--- src/rtl/fsm_table_pkg.sv ---
// fsm_table_pkg: entry layout and width helpers shared by the table-driven Mealy FSM
package fsm_table_pkg;
  localparam int MAX_SW = 4;
  localparam int MAX_OW = 8;
  typedef struct packed {
    logic [MAX_SW-1:0] next_state;
    logic [MAX_OW-1:0] out;
  } entry_t;
  function automatic int sw_of(input int n);
    return (n > 2) ? $clog2(n) : 1;
  endfunction
  function automatic int aw_of(input int n, input int iw);
    return sw_of(n) + iw;
  endfunction
endpackage

--- src/rtl/fsm_table_mem.sv ---
// fsm_table_mem: flop-based transition table, one write port, one asynchronous read port
module fsm_table_mem #(
  parameter int AW = 4,
  parameter int DW = 4,
  parameter logic [DW-1:0] RST = '0
) (
  input  logic          clk,
  input  logic          reset,
  input  logic          we,
  input  logic [AW-1:0] waddr,
  input  logic [DW-1:0] wdata,
  input  logic [AW-1:0] raddr,
  output logic [DW-1:0] rdata
);
  logic [DW-1:0] mem [0:(1<<AW)-1];
  // every entry returns to {start, 0} on reset; reset wins over a write
  always_ff @(posedge clk)
    if (reset)
      for (int i = 0; i < (1 << AW); i++) mem[i] <= RST;
    else if (we)
      mem[waddr] <= wdata;
  assign rdata = mem[raddr];
endmodule

--- src/rtl/fsm_table_mealy.sv ---
// fsm_table_mealy: programmable table-driven Mealy FSM with illegal-state recovery and transition counter
module fsm_table_mealy
  import fsm_table_pkg::*;
#(
  parameter int NUM_STATES  = 6,
  parameter int IN_W        = 1,
  parameter int OUT_W       = 1,
  parameter int START_STATE = 0,
  parameter int REG_OUT     = 0,
  parameter int CNT_W       = 16,
  localparam int SW = sw_of(NUM_STATES),
  localparam int AW = aw_of(NUM_STATES, IN_W)
) (
  input  logic              clk,
  input  logic              reset,
  input  logic              en,
  input  logic              clr,
  input  logic [IN_W-1:0]   x,
  input  logic              cfg_we,
  input  logic [AW-1:0]     cfg_addr,
  input  logic [SW+OUT_W-1:0] cfg_data,
  output logic [OUT_W-1:0]  z,
  output logic [SW-1:0]     state_o,
  output logic              err,
  output logic              cfg_err,
  output logic [CNT_W-1:0]  trans_cnt
);
  localparam int DW = SW + OUT_W;
  localparam logic [SW:0] NS = (SW+1)'(NUM_STATES);
  localparam logic [SW-1:0] START = SW'(START_STATE);
  localparam logic [DW-1:0] RST_WORD = {START, {OUT_W{1'b0}}};
  logic [SW-1:0] state_q, state_d;
  logic err_q, err_d, cfg_err_q, illegal, bad_wr;
  logic [CNT_W-1:0] cnt_q, cnt_d;
  logic [OUT_W-1:0] z_c, z_q;
  logic [DW-1:0] rd;
  entry_t ent;
  assign bad_wr = {1'b0, cfg_addr[AW-1:IN_W]} >= NS;
  fsm_table_mem #(.AW(AW), .DW(DW), .RST(RST_WORD)) u_mem (
    .clk   (clk),
    .reset (reset),
    .we    (cfg_we & ~bad_wr),
    .waddr (cfg_addr),
    .wdata (cfg_data),
    .raddr ({state_q, x}),
    .rdata (rd)
  );
  assign ent = '{next_state: MAX_SW'(rd[DW-1:OUT_W]), out: MAX_OW'(rd[OUT_W-1:0])};
  assign illegal = {1'b0, ent.next_state} >= (MAX_SW+1)'(NUM_STATES);
  // state, error, counter, output and config-error registers
  always_ff @(posedge clk)
    if (reset) begin
      state_q   <= START;
      err_q     <= 1'b0;
      cnt_q     <= '0;
      z_q       <= '0;
      cfg_err_q <= 1'b0;
    end else begin
      state_q   <= state_d;
      err_q     <= err_d;
      cnt_q     <= cnt_d;
      z_q       <= z_c;
      cfg_err_q <= cfg_we & bad_wr;
    end
  // next state: clr beats en; an out-of-range target falls back to start and flags err
  always_comb begin
    state_d = clr ? START : en ? (illegal ? START : SW'(ent.next_state)) : state_q;
    err_d   = clr ? 1'b0 : err_q | (en & illegal);
    cnt_d   = clr ? '0 : (en && state_d != state_q && cnt_q != '1) ? cnt_q + 1'b1 : cnt_q;
  end
  // Mealy output is only live while the FSM is actually stepping
  always_comb z_c = (en & ~clr) ? OUT_W'(ent.out) : '0;
  assign z         = (REG_OUT != 0) ? z_q : z_c;
  assign state_o   = state_q;
  assign err       = err_q;
  assign cfg_err   = cfg_err_q;
  assign trans_cnt = cnt_q;
endmodule

--- config.mk ---
export PLATFORM = sky130hd
export DESIGN_NAME = fsm_table_mealy
export DESIGN_NICKNAME = d
export VERILOG_FILES = /design/src/rtl/fsm_table_pkg.sv /design/src/rtl/fsm_table_mem.sv /design/src/rtl/fsm_table_mealy.sv
export SDC_FILE = /design/constraint.sdc
export NUM_CORES = 1
export LEC_CHECK = 0
export CAP_MARGIN = 0
export CORE_MARGIN = 4
export CORE_UTILIZATION = 45
export CTS_CLUSTER_DIAMETER = 120
export DETAILED_ROUTE_END_ITERATION = 12
export DONT_BUFFER_PORTS = 1
export HOLD_SLACK_MARGIN = 0.08
export PLACE_DENSITY = 0.63
export SLEW_MARGIN = 20
export SYNTH_ARGS = -nofsm -noshare
export SYNTH_HDL_FRONTEND = slang
export SYNTH_SLANG_ARGS = --single-unit
--- constraint.sdc ---
create_clock -name clk -period 3.43 [get_ports clk]
set_input_delay 0.343 -clock clk [delete_from_list [all_inputs] [get_ports clk]]
set_output_delay 0.343 -clock clk [all_outputs]
set_load 0.05 [all_outputs]
### After elaboration in Yosys (flattened, before gate mapping)

Memory sizes are Yosys's and may differ from the RTL's.
Cells that the tools add are included.

* add/sub/neg operators: 1
* order comparisons: 2
* equality and inequality tests: 2
* multiplexer cells: 12
* bitwise logic cells: 7
* reductions and logical operators: 4

Operators with widths (count)
* adder 16 x 1 -> 16 bit, second input constant: 1
* != test 16 bit, second input constant: 1
* two-way mux 3 bit: 3
* two-way mux 4 bit: 2
* two-way mux 1 bit: 7
* >= comparator 3 bit, second input constant: 2
* bitwise AND 1 bit: 4
* OR reduction 4 bit: 1
* != test 3 bit: 1
* logical AND 1 bit: 2
* NOT 1 bit: 2
* OR reduction 2 bit: 1
* OR 1 bit: 1

* bits in registers: 21
* RAM bits: 64
* output and inout port bits: 22
* logic and storage cells: 33
* memories kept: 1

Memory list
* u_mem.mem: depth 16, width 4, read ports 1, clocked after memory_dff 0, write ports 16, RTL line fsm_table_mem.sv:15 `logic [DW-1:0] mem [0:(1<<AW)-1];`

### Depth between registers and ports, before layout

Gate-level depths: netlist of run 1.

* depth in word-level cells: 8
* depth in mapped cells: 12
* mapped depth without buffers: 8

### Cells and area by module

Synthesis of run 1 repeated with hierarchy kept, for this count alone.

* cell total of the unflattened synthesis: 354
* area total of the unflattened synthesis: 4255.3 um^2

By module, submodules not included
* fsm_table_mem: times used 1, cells each 212, area each 3130.5 um^2, seq. area each 1921.8 um^2
* fsm_table_mealy: times used 1, cells each 142, area each 1124.8 um^2, seq. area each 420.4 um^2

### Worst setup path before layout of run 1

Ideal clock, no wire load.

* path type: flip-flop to flip-flop
* from: register state_q[0] (netlist: state_o[0])
* to: register cnt_q[12] (netlist: trans_cnt[12])
* library setup time: 0.119 ns
* arrival time: 2.881 ns
* slack: 0.431 ns
* cell stages (with the launch flop): 10
* period minus slack after synthesis: 2.999 ns
* cells stage by stage: dfxtp_1 > buf_2 > mux4_1 > a22o_2 > nor2_2 > mux2_4 > o21a_1 > buf_6 > or2_2 > o221a_2

* word-level cells in the longest chain between the ends: 8

RTL lines
* start: declaration: RTL line fsm_table_mealy.sv:32 `logic [SW-1:0] state_q, state_d;`
* start signal: assignment: RTL line fsm_table_mealy.sv:59 `state_q <= state_d;`
* memory (16 x 4 bit)
* >= comparator 3 bit: RTL line fsm_table_mealy.sv:49 `assign illegal = {1'b0, ent.next_state} >= (MAX_SW+1)'(NUM_STATES);`
* two-way mux 3 bit (3 in a row): RTL line fsm_table_mealy.sv:67 `state_d = clr ? START : en ? (illegal ? START : SW'(ent.next_state)) : state_q;`
* != test 3 bit (*): RTL line fsm_table_mealy.sv:69 `cnt_d = clr ? '0 : (en && state_d != state_q && cnt_q != '1) ? cnt_q + 1'b1 : cnt_q;`
* logical AND 1 bit (*) (2 in a row): RTL line fsm_table_mealy.sv:69
* end signal: assignment: RTL line fsm_table_mealy.sv:61 `cnt_q <= cnt_d;`
* end: declaration: RTL line fsm_table_mealy.sv:34 `logic [CNT_W-1:0] cnt_q, cnt_d;`

Mark *: on every way between the ends. The rest lies on a longest branch, timed or not.
A chain may end at the register's enable or synchronous reset.

### Worst setup path in the final report of run 1

* from: register state_q[0] (netlist: state_o[0])
* to: register cnt_q[14] (netlist: trans_cnt[14])

The elaborated chain is that of the path after synthesis.

==> flow_summary.html, run 1 <==
<table>
<tr><th>Metric</th><th>Value</th></tr>
<tr><th colspan="2">Synth</th></tr>
<tr><td>Share of synthesized flip-flops with an asynchronous set or reset</td><td>0%</td></tr>
<tr><td>Number of register bits inferred by synthesis</td><td>85</td></tr>
<tr><td>Count of yosys warnings during synthesis</td><td>0</td></tr>
<tr><td>Number of synthesized flops with an enable pin</td><td>64</td></tr>
<tr><td>Syn Std Cell Area</td><td>~4200 µm²</td></tr>
<tr><td>Most used DFF post-synth</td><td>sky130_fd_sc_hd__edfxtp_1</td></tr>
<tr><td>Mapped Cells</td><td>343</td></tr>
<tr><td>Share of synthesized area occupied by flip-flops and latches</td><td>56.0%</td></tr>
<tr><td>Yosys cell types</td><td>44</td></tr>
<tr><td>Post-Synthesis Mean Instance Area</td><td>12.2 µm²</td></tr>
<tr><th colspan="2">Global route</th></tr>
<tr><td>Grt total ovfl</td><td>0</td></tr>
<tr><td>Pin count of the biggest net entering global routing</td><td>33</td></tr>
<tr><td>Overall Global Routing Usage</td><td>15.7%</td></tr>
<tr><td>Vias in the first global route</td><td>2,498</td></tr>
<tr><td>Wire length of the first global-routing pass</td><td>13.4 mm</td></tr>
<tr><td>Number of antenna violations at the first check in global routing</td><td>0</td></tr>
<tr><th colspan="2">Critical path</th></tr>
<tr><td>Critical path endpoint</td><td>trans_cnt[14]$_SDFFE_PP0P_</td></tr>
<tr><td>Setup slack of the most critical reg-to-reg path</td><td>0.36 ns</td></tr>
<tr><td>Type of the worst setup path</td><td>flop to flop</td></tr>
<tr><td>Worst reg2reg path startpoint</td><td>state_o[0]$_SDFF_PP0_</td></tr>
<tr><td>R2R Path End</td><td>trans_cnt[14]$_SDFFE_PP0P_</td></tr>
<tr><td>Data required time at the worst endpoint</td><td>around 3.7 ns</td></tr>
<tr><td>Kind of end point of the critical path</td><td>flop</td></tr>
<tr><td>Worst setup SP type</td><td>flop</td></tr>
<tr><td>Worst endpoint data arrival time</td><td>3.33 ns</td></tr>
<tr><td>Worst-path maximum fanout</td><td>31</td></tr>
<tr><td>R2r worst-path depth</td><td>9</td></tr>
<tr><td>Launch point of the worst path</td><td>state_o[0]$_SDFF_PP0_</td></tr>
<tr><th colspan="2">Layout</th></tr>
<tr><td>Leading cell type in the layout, fill and taps excluded</td><td>sky130_fd_sc_hd__edfxtp_1</td></tr>
<tr><td>P&amp;R area growth vs syn</td><td>6.59%</td></tr>
<tr><td>Commonest non-fill, non-tap cells in the layout</td><td>64 x sky130_fd_sc_hd__edfxtp_1, 50 x sky130_fd_sc_hd__and2_1, 21 x sky130_fd_sc_hd__dfxtp_1, 18 x sky130_fd_sc_hd__nor2_1, 16 x sky130_fd_sc_hd__conb_1</td></tr>
<tr><td>Layout cell share with drive strength beyond 1</td><td>12.6%</td></tr>
<tr><td>Final net count</td><td>367</td></tr>
<tr><td>Summed area of non-filler cells in the final layout</td><td>approximately 4500 µm²</td></tr>
<tr><td>Antenna fix cells</td><td>0</td></tr>
<tr><th colspan="2">Timing</th></tr>
<tr><td>Fin Setup TNS</td><td>0 ns</td></tr>
<tr><td>Slew of the pin with the lowest slew margin</td><td>0.651 ns</td></tr>
<tr><td>Crit share post-route</td><td>89.4%</td></tr>
<tr><td>Unrepaired setup endpoints after global routing</td><td>no</td></tr>
<tr><td>Final setup violation count</td><td>0</td></tr>
<tr><td>Final setup skew</td><td>0.0174 ns</td></tr>
<tr><td>Minimum period implied by the final worst setup slack</td><td>3.07 ns</td></tr>
<tr><td>Fmax</td><td>between 300 and 400 MHz</td></tr>
<tr><td>Final number of hold-violating endpoints</td><td>0</td></tr>
<tr><td>Max_slew headroom</td><td>56.5%</td></tr>
<tr><td>Max Transition Viols Final</td><td>0</td></tr>
<tr><td>Final setup slack of the worst path</td><td>0.365 ns</td></tr>
<tr><th colspan="2">Clocking</th></tr>
<tr><td>Clock tree from TritonCTS</td><td>yes</td></tr>
<tr><td>Worst-path clk slew</td><td>approximately 0.090 ns</td></tr>
<tr><td>Root Driver</td><td>sky130_fd_sc_hd__clkbuf_8</td></tr>
<tr><td>Worst skew pair latency</td><td>0.36 ns</td></tr>
<tr><td>H-Tree Depth</td><td>3</td></tr>
<tr><td>Post-cts repair resize count</td><td>0</td></tr>
<tr><td>Largest buffer count on any clock path</td><td>2</td></tr>
<tr><td>Clock Sink Count</td><td>85</td></tr>
<tr><td>CTS Buf Count</td><td>9</td></tr>
<tr><th colspan="2">Floorplan</th></tr>
<tr><td>Initial core utilization</td><td>47.0%</td></tr>
<tr><td>I/O Pins</td><td>36</td></tr>
<tr><td>Count of standard-cell rows</td><td>34</td></tr>
<tr><td>Die Span Y</td><td>104 µm</td></tr>
<tr><td>Die outline area</td><td>between 10,000 and 15,000 µm²</td></tr>
<tr><td>Die width</td><td>104 µm</td></tr>
<tr><td>Placeable core area</td><td>8890 µm²</td></tr>
<tr><th colspan="2">Route</th></tr>
<tr><td>Total Routed Length</td><td>8.20 mm</td></tr>
<tr><td>Number of remaining DRC errors</td><td>0</td></tr>
<tr><td>Post-detailed-route via-to-cell ratio</td><td>5.62</td></tr>
<tr><td>ANT nets after route</td><td>0</td></tr>
<tr><td>Via Count</td><td>2,609</td></tr>
<tr><td>First-pass detailed-route iteration total</td><td>4</td></tr>
<tr><td>DR WL/cell</td><td>~18 µm</td></tr>
<tr><td>Number of design-rule violations left by the first detailed-router iteration</td><td>181</td></tr>
<tr><th colspan="2">Power</th></tr>
<tr><td>Peak supply drop</td><td>176 µV</td></tr>
<tr><td>Leakage</td><td>1.56 nW</td></tr>
<tr><td>Pwr Total</td><td>1.95 mW</td></tr>
<tr><td>Pwr/cell area</td><td>around 440 nW/µm²</td></tr>
<tr><th colspan="2">Run</th></tr>
<tr><td>Max-capacitance violation count</td><td>0</td></tr>
<tr><th colspan="2">Placement</th></tr>
<tr><td>Post-placement cell area</td><td>approximately 4300 µm²</td></tr>
<tr><td>Worst slack at placement</td><td>0.370 ns</td></tr>
<tr><td>Placer Congestion</td><td>0.814</td></tr>
<tr><td>Half-perimeter wire length after detailed placement</td><td>~5.7 mm</td></tr>
<tr><td>Buffers added on ports</td><td>0</td></tr>
<tr><th colspan="2">Status</th></tr>
<tr><td>Result of the run</td><td>complete, no violations</td></tr>
<tr><th colspan="2">Min path</th></tr>
<tr><td>Type of the worst min-delay path</td><td>input port to flop</td></tr>
<tr><td>Hold path cells</td><td>0</td></tr>
</table>
cell usage after synthesis, types with 3 or more instances:
master | n | area [µm²]
sky130_fd_sc_hd__and2_1 | 50 | 313
sky130_fd_sc_hd__or3_1 | 11 | 68.8
sky130_fd_sc_hd__mux2i_1 | 11 | 110
sky130_fd_sc_hd__or4_1 | 4 | 30.0
sky130_fd_sc_hd__mux4_2 | 5 | 113
sky130_fd_sc_hd__and3_1 | 5 | 31.3
sky130_fd_sc_hd__nand4_1 | 6 | 37.5
sky130_fd_sc_hd__clkbuf_1 | 16 | 60.1
sky130_fd_sc_hd__dfxtp_1 | 21 | 420
sky130_fd_sc_hd__edfxtp_1 | 64 | 1920
sky130_fd_sc_hd__or2_2 | 14 | 87.6
sky130_fd_sc_hd__nor2_1 | 18 | 67.6
sky130_fd_sc_hd__nand2_1 | 15 | 56.3
sky130_fd_sc_hd__o31ai_1 | 5 | 37.5
sky130_fd_sc_hd__nand3_1 | 9 | 45.0
sky130_fd_sc_hd__a21oi_1 | 15 | 75.1
sky130_fd_sc_hd__o21ai_0 | 14 | 70.1
sky130_fd_sc_hd__mux4_1 | 10 | 263
sky130_fd_sc_hd__inv_1 | 5 | 18.8
sky130_fd_sc_hd__nand2b_1 | 5 | 31.3
sky130_fd_sc_hd__nor3_1 | 6 | 30.0
sky130_fd_sc_hd__buf_2 | 5 | 25.0
sky130_fd_sc_hd__o211ai_1 | 3 | 22.5
cell type report:
class	count	area, µm²
clock inverters	5	28.8
inverters	6	22.5
flip-flops and latches	85	2340
well taps	108	135
fillers	777	4440
multi-input cells	243	1740
clock buffers	10	128
repair buffers	7	55.1
how the worst min path moves through the flow:
stage / start / endpoint
floorplan: cfg_addr[3] / cfg_err$_SDFF_PP0_
global placement: reset / u_mem.mem[13][1]$_SDFFCE_PN0P_
global route: reset / u_mem.mem[13][1]$_SDFFCE_PN0P_
detailed placement: reset / u_mem.mem[13][1]$_SDFFCE_PN0P_
CTS: reset / u_mem.mem[13][1]$_SDFFCE_PN0P_
finish: reset / u_mem.mem[13][1]$_SDFFCE_PN0P_
power by group:
| part | switching, mW | internal (mW) |
|---|---|---|
| Clock | 0.357 | 0.254 |
| Combinational | 0.0857 | 0.0721 |
| Sequential | 0.0278 | 1.16 |
worst max-delay path, stage by stage (launching register included):
cell and delay [ns]:
sky130_fd_sc_hd__dfxtp_1 0.72, sky130_fd_sc_hd__nor2b_1 0.32, sky130_fd_sc_hd__a221oi_2 0.12, sky130_fd_sc_hd__a22o_2 0.29
sky130_fd_sc_hd__nor2_2 0.18, sky130_fd_sc_hd__mux2_4 0.31, sky130_fd_sc_hd__o21a_1 0.18, sky130_fd_sc_hd__buf_4 0.21
sky130_fd_sc_hd__or4_1 0.47, sky130_fd_sc_hd__and3_1 0.18
through the flow:
step / utilization, % / hold slack [ns] / std cells
2_1_floorplan: - / 0.489 / 358
6_report: 50.1 / 0.109 / 464
3_5_place_dp: 48.2 / 0.461 / 448
3_3_place_gp: 48.2 / 0.461 / 448
4_1_cts: 50.1 / 0.0855 / 464
5_1_grt: 50.1 / 0.0809 / 464
registers in the layout, summed over array words and instances (netlist names):
register / flops
u_mem.mem: 64
trans_cnt: 16
state_o: 3
cfg_err: 1
err: 1
layer usage:
metal / global-route usage (%) / vias to the layer above / wire length [µm] / part of all wire (%)
met5: 0 / - / 0 / 0
met4: 5.41 / 0 / 82 / 1.0
met3: 4.35 / 10 / 543 / 6.6
met2: 22.4 / 69 / 3520 / 43
met1: 22.9 / 1254 / 4060 / 50
li1: - / 1276 / - / -
cell families after synthesis:
kind of cell               synth area share [%]
AOI/OAI and AO/OA                          7.10
DFF                                        56.0
adders and majority gates                 0.299
other                                    0.0897
buffers and inverters                      3.59
muxes                                      12.0
and+or+nand+nor                            20.9
timing repair:
action	4_1_cts	5_1_grt
buffers inserted	0	0
hold buffers	1	0
endpoints found under the hold margin	1	0
Power figures use the tool's default switching activity.
==> run 2, diff against run 1 <==
CTS_CLUSTER_DIAMETER = 40   (was 120)
PLACE_DENSITY = 0.59   (was 0.63)
==> flow_summary.html, run 2 (synthesized netlist as in run 1, its figures left out) <==
<table>
<tr><th>Metric</th><th>Value</th></tr>
<tr><th colspan="2">Status</th></tr>
<tr><td>Result of the run</td><td>complete, no violations (unchanged)</td></tr>
<tr><th colspan="2">Timing</th></tr>
<tr><td>Fin Setup TNS</td><td>0 ns (unchanged)</td></tr>
<tr><td>Final setup slack of the worst path</td><td>0.506 ns (was 0.365 ns)</td></tr>
<tr><td>Final setup skew</td><td>0.0103 ns (was 0.0174 ns)</td></tr>
<tr><td>Final hold slack</td><td>0.111 ns (was 0.109 ns)</td></tr>
<tr><td>Slew of the pin with the lowest slew margin</td><td>0.652 ns (was 0.651 ns)</td></tr>
<tr><td>Crit share post-route</td><td>85.2% (was 89.4%)</td></tr>
<tr><td>Minimum period implied by the final worst setup slack</td><td>2.92 ns (was 3.07 ns)</td></tr>
<tr><td>Fmax</td><td>342 MHz (was 326 MHz)</td></tr>
<tr><td>Final setup violation count</td><td>0 (unchanged)</td></tr>
<tr><td>Final number of hold-violating endpoints</td><td>0 (unchanged)</td></tr>
<tr><td>Max_slew headroom</td><td>56.2% (was 56.5%)</td></tr>
<tr><td>Unrepaired setup endpoints after global routing</td><td>no (unchanged)</td></tr>
<tr><td>Max Transition Viols Final</td><td>0 (unchanged)</td></tr>
<tr><th colspan="2">Placement</th></tr>
<tr><td>Cell count after placement</td><td>447 (was 448)</td></tr>
<tr><td>Half-perimeter wire length after detailed placement</td><td>5.72 mm (was 5.71 mm)</td></tr>
<tr><td>Placer Congestion</td><td>0.765 (was 0.814)</td></tr>
<tr><td>Buffers added on ports</td><td>0 (unchanged)</td></tr>
<tr><td>Worst slack at placement</td><td>0.525 ns (was 0.370 ns)</td></tr>
<tr><td>Post-placement cell area</td><td>4280 µm² (was 4290 µm²)</td></tr>
<tr><th colspan="2">Critical path</th></tr>
<tr><td>R2r worst-path depth</td><td>10 (was 9)</td></tr>
<tr><td>Worst reg2reg path startpoint</td><td>state_o[0]$_SDFF_PP0_ (unchanged)</td></tr>
<tr><td>Critical-path cell list</td><td>buf_4 -&gt; nor2b_1 -&gt; a221oi_2 -&gt; a22o_2 -&gt; nor2_2 -&gt; mux2_4 -&gt; o21a_1 -&gt; buf_4 -&gt; or4_1 -&gt; and3_1 (was nor2b_1 -&gt; a221oi_2 -&gt; a22o_2 -&gt; nor2_2 -&gt; mux2_4 -&gt; o21a_1 -&gt; buf_4 -&gt; or4_1 -&gt; and3_1)</td></tr>
<tr><td>Crit path largest cell delay</td><td>0.48 ns (was 0.72 ns)</td></tr>
<tr><td>Worst setup SP type</td><td>flop (unchanged)</td></tr>
<tr><td>Worst endpoint data arrival time</td><td>3.17 ns (was 3.33 ns)</td></tr>
<tr><td>CP dominant cell by count</td><td>sky130_fd_sc_hd__buf_4</td></tr>
<tr><td>R2R Path End</td><td>trans_cnt[14]$_SDFFE_PP0P_ (unchanged)</td></tr>
<tr><td>Setup slack of the most critical reg-to-reg path</td><td>0.51 ns (was 0.36 ns)</td></tr>
<tr><td>Data required time at the worst endpoint</td><td>3.67 ns (was 3.70 ns)</td></tr>
<tr><td>Worst-path maximum fanout</td><td>31 (unchanged)</td></tr>
<tr><td>Type of the worst setup path</td><td>flop to flop (unchanged)</td></tr>
<tr><td>Kind of end point of the critical path</td><td>flop (unchanged)</td></tr>
<tr><td>Critical-path top delay cell</td><td>sky130_fd_sc_hd__or4_1 (was sky130_fd_sc_hd__dfxtp_1)</td></tr>
<tr><th colspan="2">Layout</th></tr>
<tr><td>Leading cell type in the layout, fill and taps excluded</td><td>sky130_fd_sc_hd__edfxtp_1 (unchanged)</td></tr>
<tr><td>Layout cell share with drive strength beyond 1</td><td>12.9% (was 12.6%)</td></tr>
<tr><td>Summed area of non-filler cells in the final layout</td><td>4490 µm² (was 4450 µm²)</td></tr>
<tr><td>Filler Cells Inserted</td><td>777 (unchanged)</td></tr>
<tr><td>Filler-free cell count of the finished design</td><td>464 (unchanged)</td></tr>
<tr><td>P&amp;R area growth vs syn</td><td>7.46% (was 6.59%)</td></tr>
<tr><td>Number of flip-flops in the largest register</td><td>64 (unchanged)</td></tr>
<tr><td>Final design utilization</td><td>50.5% (was 50.1%)</td></tr>
<tr><td>Antenna fix cells</td><td>0 (unchanged)</td></tr>
<tr><td>Register with the most flip-flops</td><td>u_mem.mem (unchanged)</td></tr>
<tr><td>Commonest non-fill, non-tap cells in the layout</td><td>64 x sky130_fd_sc_hd__edfxtp_1, 50 x sky130_fd_sc_hd__and2_1, 21 x sky130_fd_sc_hd__dfxtp_1, 18 x sky130_fd_sc_hd__nor2_1, 16 x sky130_fd_sc_hd__conb_1 (unchanged)</td></tr>
<tr><td>Final net count</td><td>366 (was 367)</td></tr>
<tr><th colspan="2">Floorplan</th></tr>
<tr><td>Die outline area</td><td>10,900 µm² (unchanged)</td></tr>
<tr><td>Initial core utilization</td><td>47.0% (unchanged)</td></tr>
<tr><td>Die Span Y</td><td>104 µm (unchanged)</td></tr>
<tr><td>Count of standard-cell rows</td><td>34 (unchanged)</td></tr>
<tr><td>I/O Pins</td><td>36 (unchanged)</td></tr>
<tr><td>Die width</td><td>104 µm (unchanged)</td></tr>
<tr><td>Placeable core area</td><td>8890 µm² (unchanged)</td></tr>
<tr><th colspan="2">Min path</th></tr>
<tr><td>Hold path cells</td><td>0 (unchanged)</td></tr>
<tr><td>Type of the worst min-delay path</td><td>input port to flop (unchanged)</td></tr>
<tr><td>Destination of the worst hold path</td><td>u_mem.mem[14][1]$_SDFFCE_PN0P_ (was u_mem.mem[13][1]$_SDFFCE_PN0P_)</td></tr>
<tr><td>Startpoint of the tightest hold check path</td><td>reset (unchanged)</td></tr>
<tr><th colspan="2">Route</th></tr>
<tr><td>DR WL/cell</td><td>17.3 µm (was 17.7 µm)</td></tr>
<tr><td>Total Routed Length</td><td>8.01 mm (was 8.20 mm)</td></tr>
<tr><td>ANT nets after route</td><td>0 (unchanged)</td></tr>
<tr><td>Number of design-rule violations left by the first detailed-router iteration</td><td>151 (was 181)</td></tr>
<tr><td>Number of remaining DRC errors</td><td>0 (unchanged)</td></tr>
<tr><td>Post-detailed-route via-to-cell ratio</td><td>5.56 (was 5.62)</td></tr>
<tr><td>First-pass detailed-route iteration total</td><td>4 (unchanged)</td></tr>
<tr><td>Via Count</td><td>2,581 (was 2,609)</td></tr>
<tr><th colspan="2">Power</th></tr>
<tr><td>Pwr Total</td><td>2.05 mW (was 1.95 mW)</td></tr>
<tr><td>Internal cell power</td><td>1.58 mW (was 1.48 mW)</td></tr>
<tr><td>Switching Power</td><td>0.470 mW (was 0.471 mW)</td></tr>
<tr><td>Sw Ratio</td><td>22.9% (was 24.1%)</td></tr>
<tr><td>Seq pwr share</td><td>57.4% (was 60.6%)</td></tr>
<tr><td>Portion of total power attributed to the clock network</td><td>34.8% (was 31.3%)</td></tr>
<tr><td>Combinational share of power</td><td>7.8% (was 8.1%)</td></tr>
<tr><td>Leakage</td><td>1.58 nW (was 1.56 nW)</td></tr>
<tr><td>Peak supply drop</td><td>206 µV (was 176 µV)</td></tr>
<tr><td>Pwr/cell area</td><td>457 nW/µm² (was 439 nW/µm²)</td></tr>
<tr><th colspan="2">Global route</th></tr>
<tr><td>Wire length of the first global-routing pass</td><td>12.9 mm (was 13.4 mm)</td></tr>
<tr><td>Pin count of the biggest net entering global routing</td><td>33 (unchanged)</td></tr>
<tr><td>Vias in the first global route</td><td>2,474 (was 2,498)</td></tr>
<tr><td>Overall Global Routing Usage</td><td>15.1% (was 15.7%)</td></tr>
<tr><td>Grt total ovfl</td><td>0 (unchanged)</td></tr>
<tr><td>Number of antenna violations at the first check in global routing</td><td>0 (unchanged)</td></tr>
<tr><th colspan="2">Clocking</th></tr>
<tr><td>Worst skew pair latency</td><td>0.35 ns (was 0.36 ns)</td></tr>
<tr><td>Clock tree from TritonCTS</td><td>yes (unchanged)</td></tr>
<tr><td>Worst-path clk slew</td><td>0.08 ns (was 0.09 ns)</td></tr>
<tr><td>Largest buffer count on any clock path</td><td>2 (unchanged)</td></tr>
<tr><td>CTS Buf Count</td><td>9 (unchanged)</td></tr>
<tr><td>H-Tree Depth</td><td>3 (unchanged)</td></tr>
<tr><td>Root Driver</td><td>sky130_fd_sc_hd__clkbuf_8 (unchanged)</td></tr>
<tr><td>Clock Sink Count</td><td>85 (unchanged)</td></tr>
<tr><th colspan="2">Run</th></tr>
<tr><td>Max-capacitance violation count</td><td>0 (unchanged)</td></tr>
</table>
[run 2: cell types whose count changed in the layout (fill, tap and decap cells not counted)]
cell	delta
sky130_fd_sc_hd__buf_4	-1
sky130_fd_sc_hd__bufinv_16	+1
sky130_fd_sc_hd__clkbuf_1	-1
sky130_fd_sc_hd__clkbuf_8	+1
sky130_fd_sc_hd__clkinv_2	-1
sky130_fd_sc_hd__clkinv_4	+1
[run 2: worst max-delay path by stage]
stage	startpoint	end	slack (ns)	cells after the start
floorplan	state_o[0]$_SDFF_PP0_	trans_cnt[12]$_SDFFE_PP0P_	0.43	9
global placement	x	trans_cnt[14]$_SDFFE_PP0P_	0.59	8
detailed placement	state_o[0]$_SDFF_PP0_	trans_cnt[14]$_SDFFE_PP0P_	0.52	10
CTS	state_o[0]$_SDFF_PP0_	trans_cnt[14]$_SDFFE_PP0P_	0.51	10
global route	state_o[0]$_SDFF_PP0_	trans_cnt[14]$_SDFFE_PP0P_	0.39	10
finish	state_o[0]$_SDFF_PP0_	trans_cnt[14]$_SDFFE_PP0P_	0.51	10
[run 2: what timing repair did]
item                                   in CTS  in global routing
setup endpoints to repair                   0                  0
endpoints found under the hold margin       0                  1
buffers inserted                            0                  0
hold buffers                                0                  1
gates resized for setup                     0                  0
[run 2: critical path, delay by kind of cell, from the launching register on]
kind	cells	cell delay [ns]
and+or+nand+nor	4	1.12
AOI/OAI and AO/OA	3	0.59
DFF	1	0.33
buffers and inverters	2	0.48
muxes	1	0.31
[run 2: area by class of cell]
class                           instances  area (µm²)  share of cell area [%]
Multi-Input combinational cell        243        1740                    38.8
Sequential cell                        85        2340                    52.2
Inverter                                6        22.5                   0.502
Clock buffer                           10         138                    3.06
Timing Repair Buffer                    6        47.5                    1.06
Tap cell                              108         135                    3.01
Clock inverter                          6        62.6                    1.39
[run 2: layer usage]
layer / vias up / GRT usage (%) / routed length [µm] / part of all wire, %
li1: 1276 / - / - / -
met1: 1246 / 22.0 / 3980 / 50
met2: 51 / 22.0 / 3550 / 44
met3: 8 / 3.29 / 370 / 4.6
met4: 0 / 5.98 / 105 / 1.3
met5: - / 0 / 0 / 0
[run 2: power groups by stage]
stage	clock network, mW	logic, mW	registers, mW
2_1_floorplan	0	0.152	1.20
3_3_place_gp	0	0.159	1.20
3_5_place_dp	0	0.160	1.20
4_1_cts	0.731	0.160	1.18
5_1_grt	0.777	0.178	1.18
6_report	0.713	0.161	1.18
